`config.mk`:
```
export PLATFORM = sky130hd
export DESIGN_NAME = charchk_flat
export DESIGN_NICKNAME = d
export VERILOG_FILES = /design/src/rtl/charchk_pkg.sv /design/src/rtl/charchk_if.sv /design/src/rtl/charchk_sat_counter.sv /design/src/rtl/charchk.sv /design/src/flat_wrapper.sv
export SDC_FILE = /design/constraint.sdc
export NUM_CORES = 1
export LEC_CHECK = 0
export CAP_MARGIN = 20
export CORE_ASPECT_RATIO = 0.7
export CORE_MARGIN = 8
export CORE_UTILIZATION = 55
export CTS_CLUSTER_DIAMETER = 50
export DETAILED_ROUTE_END_ITERATION = 6
export PLACE_DENSITY = 0.91
export SETUP_SLACK_MARGIN = 0.15
export SYNTH_ARGS = -nofsm -noshare
export SYNTH_HDL_FRONTEND = slang
export SYNTH_SLANG_ARGS = --single-unit
```
`constraint.sdc`:
```
create_clock -name clk -period 3.4 [get_ports clk]
set_input_delay 0.68 -clock clk [delete_from_list [all_inputs] [get_ports clk]]
set_output_delay 0.68 -clock clk [all_outputs]
set_load 0.02 [all_outputs]
```
`src/rtl/charchk_pkg.sv`:
```
// Shared types for the character generator / checker link:
// active-low truth levels, the byte type and the checker state encoding.
package charchk_pkg;

  localparam logic nT = 1'b0;
  localparam logic nF = 1'b1;

  typedef logic [7:0] byte_t;

  typedef enum logic [1:0] {
    OFF  = 2'd0,
    HUNT = 2'd1,
    LOCK = 2'd2
  } state_t;

endpackage

```
`src/rtl/charchk_if.sv`:
```
// Active-low valid/ready byte link between the character generator (master)
// and the checker (slave).
interface charchk_if;
  import charchk_pkg::*;

  logic  valid_n;
  byte_t port;
  logic  ready_n;

  modport master (output valid_n, output port, input ready_n);
  modport slave  (input valid_n, input port, output ready_n);

endinterface

```
`src/rtl/charchk_sat_counter.sv`:
```
// Statistics counter that sticks at all-ones; a synchronous clear wins
// over an increment in the same cycle.
module sat_counter #(
  parameter int CNTW = 16
) (
  input  logic            clk,
  input  logic            n_rst,
  input  logic            inc,
  input  logic            clr,
  output logic [CNTW-1:0] cnt
);

  localparam logic [CNTW-1:0] ONE = CNTW'(1);

  function automatic logic [CNTW-1:0] sat_inc(input logic [CNTW-1:0] v);
    return (&v) ? v : v + ONE;
  endfunction

  always_ff @(posedge clk or negedge n_rst) begin
    if (!n_rst)
      cnt <= '0;
    else if (clr)
      cnt <= '0;
    else if (inc)
      cnt <= sat_inc(cnt);
  end

endmodule

```
`src/rtl/charchk.sv`:
```
// Far-end checker for the character generator: pulls bytes, locks onto the
// FIRSTCHAR..LASTCHAR cycle and keeps good-byte, wrap and error statistics.
module charchk
  import charchk_pkg::*;
#(
  parameter byte_t FIRSTCHAR = "a",
  parameter byte_t LASTCHAR  = "z",
  parameter int    CNTW      = 16
) (
  input  logic            clk,
  input  logic            n_rst,
  charchk_if.slave        bus,
  input  logic            enable,
  input  logic            throttle,
  input  logic            clear,
  output logic            locked,
  output logic            err_pulse,
  output logic [CNTW-1:0] byte_cnt,
  output logic [CNTW-1:0] wrap_cnt,
  output logic [CNTW-1:0] err_cnt
);

  state_t state, state_nxt;
  byte_t  exp_chr, exp_nxt;
  logic   accept;
  logic   byte_inc, wrap_inc, err_inc;

  function automatic byte_t next_char(input byte_t c);
    return (c == LASTCHAR) ? FIRSTCHAR : c + 8'd1;
  endfunction

  // ready_n is the registered request, so in OFF it is already high and no
  // handshake can complete there.
  assign accept = (bus.valid_n == nT) && (bus.ready_n == nT);

  always_ff @(posedge clk or negedge n_rst) begin
    if (!n_rst) begin
      state       <= OFF;
      exp_chr     <= FIRSTCHAR;
      locked      <= 1'b0;
      err_pulse   <= 1'b0;
      bus.ready_n <= nF;
    end else begin
      state       <= state_nxt;
      exp_chr     <= exp_nxt;
      locked      <= (state_nxt == LOCK);
      err_pulse   <= err_inc;
      bus.ready_n <= ~(enable & ~throttle & (state_nxt != OFF));
    end
  end

  always_comb begin
    state_nxt = state;
    exp_nxt   = exp_chr;
    byte_inc  = 1'b0;
    wrap_inc  = 1'b0;
    err_inc   = 1'b0;
    case (state)
      OFF: begin
        if (enable)
          state_nxt = HUNT;
      end
      HUNT: begin
        if (accept && bus.port == FIRSTCHAR) begin
          state_nxt = LOCK;
          exp_nxt   = next_char(FIRSTCHAR);
          byte_inc  = 1'b1;
          wrap_inc  = (FIRSTCHAR == LASTCHAR);
        end
      end
      LOCK: begin
        if (accept) begin
          if (bus.port == exp_chr) begin
            exp_nxt  = next_char(bus.port);
            byte_inc = 1'b1;
            wrap_inc = (bus.port == LASTCHAR);
          end else begin
            err_inc = 1'b1;
            // A stray FIRSTCHAR is taken as the start of a fresh cycle.
            if (bus.port == FIRSTCHAR) begin
              exp_nxt  = next_char(FIRSTCHAR);
              byte_inc = 1'b1;
            end else begin
              state_nxt = HUNT;
            end
          end
        end
      end
      default: state_nxt = OFF;
    endcase
    // Disabling wins over every transition, but a byte accepted on this
    // edge has already been scored above.
    if (!enable)
      state_nxt = OFF;
  end

  sat_counter #(.CNTW(CNTW)) u_byte_cnt (
    .clk   (clk),
    .n_rst (n_rst),
    .inc   (byte_inc),
    .clr   (clear),
    .cnt   (byte_cnt)
  );

  sat_counter #(.CNTW(CNTW)) u_wrap_cnt (
    .clk   (clk),
    .n_rst (n_rst),
    .inc   (wrap_inc),
    .clr   (clear),
    .cnt   (wrap_cnt)
  );

  sat_counter #(.CNTW(CNTW)) u_err_cnt (
    .clk   (clk),
    .n_rst (n_rst),
    .inc   (err_inc),
    .clr   (clear),
    .cnt   (err_cnt)
  );

endmodule

```
`src/flat_wrapper.sv`:
```
// flat-port wrapper written by rule: the top's interface ports become plain ports
module charchk_flat import charchk_pkg::*;
#(
  parameter byte_t FIRSTCHAR = " ",
  parameter byte_t LASTCHAR  = " ",
  parameter int    CNTW      = 16
)
  (clk, n_rst, enable, throttle, clear, locked, err_pulse, byte_cnt, wrap_cnt, err_cnt, bus_valid_n, bus_port, bus_ready_n);
  charchk_if bus_i ();
  input  logic clk;
  input  logic n_rst;
  input  logic enable;
  input  logic throttle;
  input  logic clear;
  output logic locked;
  output logic err_pulse;
  output logic [CNTW-1:0] byte_cnt;
  output logic [CNTW-1:0] wrap_cnt;
  output logic [CNTW-1:0] err_cnt;
  input wire logic [$bits(bus_i.valid_n)-1:0] bus_valid_n;
  input wire logic [$bits(bus_i.port)-1:0] bus_port;
  output wire logic [$bits(bus_i.ready_n)-1:0] bus_ready_n;
  assign bus_i.valid_n = bus_valid_n;
  assign bus_i.port = bus_port;
  assign bus_ready_n = bus_i.ready_n;
  charchk #(.FIRSTCHAR(FIRSTCHAR), .LASTCHAR(LASTCHAR), .CNTW(CNTW)) u_core (.clk(clk), .n_rst(n_rst), .bus(bus_i), .enable(enable), .throttle(throttle), .clear(clear), .locked(locked), .err_pulse(err_pulse), .byte_cnt(byte_cnt), .wrap_cnt(wrap_cnt), .err_cnt(err_cnt));
endmodule
```
==> out/qor.yml <==
outcome:
  run_status: "finished, final reports clean"
clock_tree:
  clock-root-buffer: "clkbuf_8"
  cts_resized: 0
  post-cts-setup-buffer-count: 0
  cts.reportedPaths.clkPinSlew_ns: 0.06
  insertion_delay_to_the_later_sink_of_the_worst_skew_pair_ns: 0.33
  cts.htree.levels: 3
  cts_buffers: 9
  tritoncts_num_sinks: 61
  postCtsHoldBufs: 0
  cts_max_path_buffers: 2
  cts_tree: "yes"
critical_path:
  critPathKind: "in -> reg"
  arrival_ns: 3.13
  cell_chain_of_the_critical_path: "clkdlybuf4s50_1, inv_1, ha_1, nand4bb_1, nor4_4, or3b_1, or2_1, or4_1, a21oi_1"
  critical_path.max_stage_delay_ns: 0.50
  kind_of_cell_adding_the_most_delay_to_the_critical_path: "simple AND/OR/NAND/NOR gates"
  worst-path-max-fanout: 6
  slowest_stage: "clkdlybuf4s50_1"
  r2r_setup_slack_ns: 1.04
  path_buf_inv: 2
  crit_path_end_kind: "register"
  timing.critical_path.from_type: "input pin"
  cp_data_required_time_ns: 3.64
global_routing:
  grt-ovfl-total: 0
  grt_antenna_before_repair: 0
  grt_max_degree: 45
  grt_first_pass_wirelength_um: 13610
  grtUsageTotal: 0.1926
  first_global_vias: 2771
yosys:
  synth.top_cells.by_area: "dfrtp_1 (44%), xnor2_1 (11%), nor2_1 (6.3%)"
  syn_nets: 383
  area_share_of_the_leading_cell_type_in_the_synthesized_netlist: 0.4428
  asyncSetResetFlopFracSynth: 1.000
  mappedNetlistArea_sq_um: 3334
  synth.most_common_cell: "dfrtp_1"
  ys_seq_area_frac: 0.4585
  synth.ff_latch_count: 61
  total_number_of_yosys_warnings: 0
  number_of_enable_type_register_cells_in_the_synthesized_netlist: 0
  number_of_library_cell_types_mapped_by_synthesis: 41
  postSynthCellCount: 360
  synth_commonest_cells: "dfrtp_1 (59), nor2_1 (56), xnor2_1 (40)"
  yosysTopAreaCell: "dfrtp_1"
  synthesis.area_per_instance_sq_um: 9.262
  yosys_most_used_dff: "dfrtp_1"
die:
  rows: 23
  area_of_the_die_sq_um: 8850
  coreArea_sq_um: 5784
  floorplan.io_pins: 65
  initial_core_util: 0.5765
  die-width_um: 109.1
  y_dimension_of_the_die_um: 81.15
detailed_routing:
  detail_route.first_pass.iterations: 4
  antenna_violating_nets_post_route: 0
  route.detailed.vias_per_inst: 5.677
  post_drt_wl_per_cell_um: 16.13
  first_iter_violations: 189
  wl_um: 8291
  post-route-drc-count: 0
  route.vias.total: 2918
timing:
  setup_ws_ns: 0.5094
  highest_clock_frequency_the_design_can_meet_ghz: 0.3459
  final-setup-viol-count: 0
  slew_headroom: 0.5435
  slew_violations: 0
  grt_setup_unrepaired: "no"
  post-route-min-period_ns: 2.891
  timing.clock.skew_ns: 0.008307
  fin_crit_sh: 0.8502
  transition_time_at_the_pin_with_the_least_slew_margin_ns: 0.6789
  setup_total_negative_slack_ns: 0
  hold_viol: 0
placed_design:
  dpl_cells: 496
  detailedPlace.worstSlack_ns: 0.1558
  place_congestion: 0.8821
  half_perimeter_wire_length_after_placement_um: 5846
  number_of_buffer_cells_added_on_primary_ports: 64
  dpl_cell_area_sq_um: 4081
final_layout:
  synthesis_to_layout_area_growth_pct: 28.82
  n_antenna_cell: 0
  final_net_count: 457
  post-route-util: 0.7426
  final-instance-count-excl-fill: 514
  final_instance_area_sq_um: 4295
  drive_gt1_frac: 0.07289
hold_path:
  hold_class: "in -> async"
run:
  timing.max_cap.violations: 0
power:
  power_leakage_uw: 0.001691
  max-vdd-ir-drop_v: 0.0002795
  power_density_nw_per_um2: 326.8
==> final cells by class <==
| type | count | area (sq um) |
|---|---|---|
| well taps | 75 | 93.84 |
| repair buffers | 74 | 728.2 |
| flip-flops and latches | 61 | 1529 |
| multi-input cells | 276 | 1718 |
| inverters | 12 | 45.04 |
| clock buffers | 15 | 176.4 |
| fillers | 423 | 1489 |
| clock inverters | 1 | 5.005 |
==> path summary, 6_finish.rpt <==
check | cells after the start | start | end
setup / recovery | 9 | bus_port[0] | u_core.u_wrap_cnt.cnt[10]$_DFFE_PN0P_
hold / removal | 1 | n_rst | u_core.u_byte_cnt.cnt[10]$_DFFE_PN0P_
setup reg to reg | 8 | u_core.state[1]$_DFF_PN0_ | u_core.u_wrap_cnt.cnt[10]$_DFFE_PN0P_
hold reg to reg | 2 | u_core.exp_chr[5]$_DFFE_PN1P_ | u_core.exp_chr[5]$_DFFE_PN1P_
max in group asynchronous | 3 | n_rst | u_core.u_err_cnt.cnt[5]$_DFFE_PN0P_
min in group clk | 2 | u_core.exp_chr[5]$_DFFE_PN1P_ | u_core.exp_chr[5]$_DFFE_PN1P_
==> cells by family (layout without fill, tap and decap cells) <==
kind of cell               after synthesis  after routing  share of synthesized area
xor gates and xnor gates                55             55                     0.1445
adders and majority gates                9              9                    0.03377
buffers and inverters                   23            102                    0.02626
and+or+nand+nor                        178            178                     0.2735
AOI/OAI and AO/OA                       33             33                    0.06041
DFF                                     61             61                     0.4585
muxes                                    1              1                   0.003002
==> metrics by stage <==
stage / total power, uW / hold slack [ns]
floorplan: 777.2 / 0.3844
global placement: 824.7 / 0.4608
detailed placement: 826.2 / 0.4653
CTS: 1415 / 0.4744
global route: 1465 / 0.3452
finish: 1404 / 0.3263
==> where the power goes <==
part,internal (uW),leakage [uW],switching (uW)
registers,728,0.000844,1.57
clock network,324,0.0000937,263
logic,34.0,0.000753,52.8
==> state kept, by name, summed over array words and instances, names as in the netlist <==
register	cells
u_core.u_byte_cnt.cnt	16
u_core.u_err_cnt.cnt	16
u_core.u_wrap_cnt.cnt	16
u_core.exp_chr	8
u_core.state	2
u_core.bus.ready_n	1
u_core.err_pulse	1
u_core.locked	1
==> cell usage in the layout (no fill, tap or decap), drive strengths merged, types with 10 or more instances in the layout <==
cell type,Yosys,routed
clkdlybuf4s50,0,63
dfrtp,59,59
nor2,56,56
xnor2,40,40
nand2,26,26
nand3,23,23
nor4,20,20
nor3,17,17
xor2,15,15
clkbuf,9,15
inv,12,12
o21ai,12,12
buf,2,11
nand4,10,10
==> metal layers <==
metal  track usage  wire length, um  vias up  share of wire
li1              -                -     1402              -
met1        0.2592             3732     1389           0.45
met2        0.2874             3663      115           0.44
met3       0.06324              792       12          0.096
met4       0.06259              102        0          0.012
met5             0                0        -              0
No activity file was read; power rests on OpenSTA's default activity.
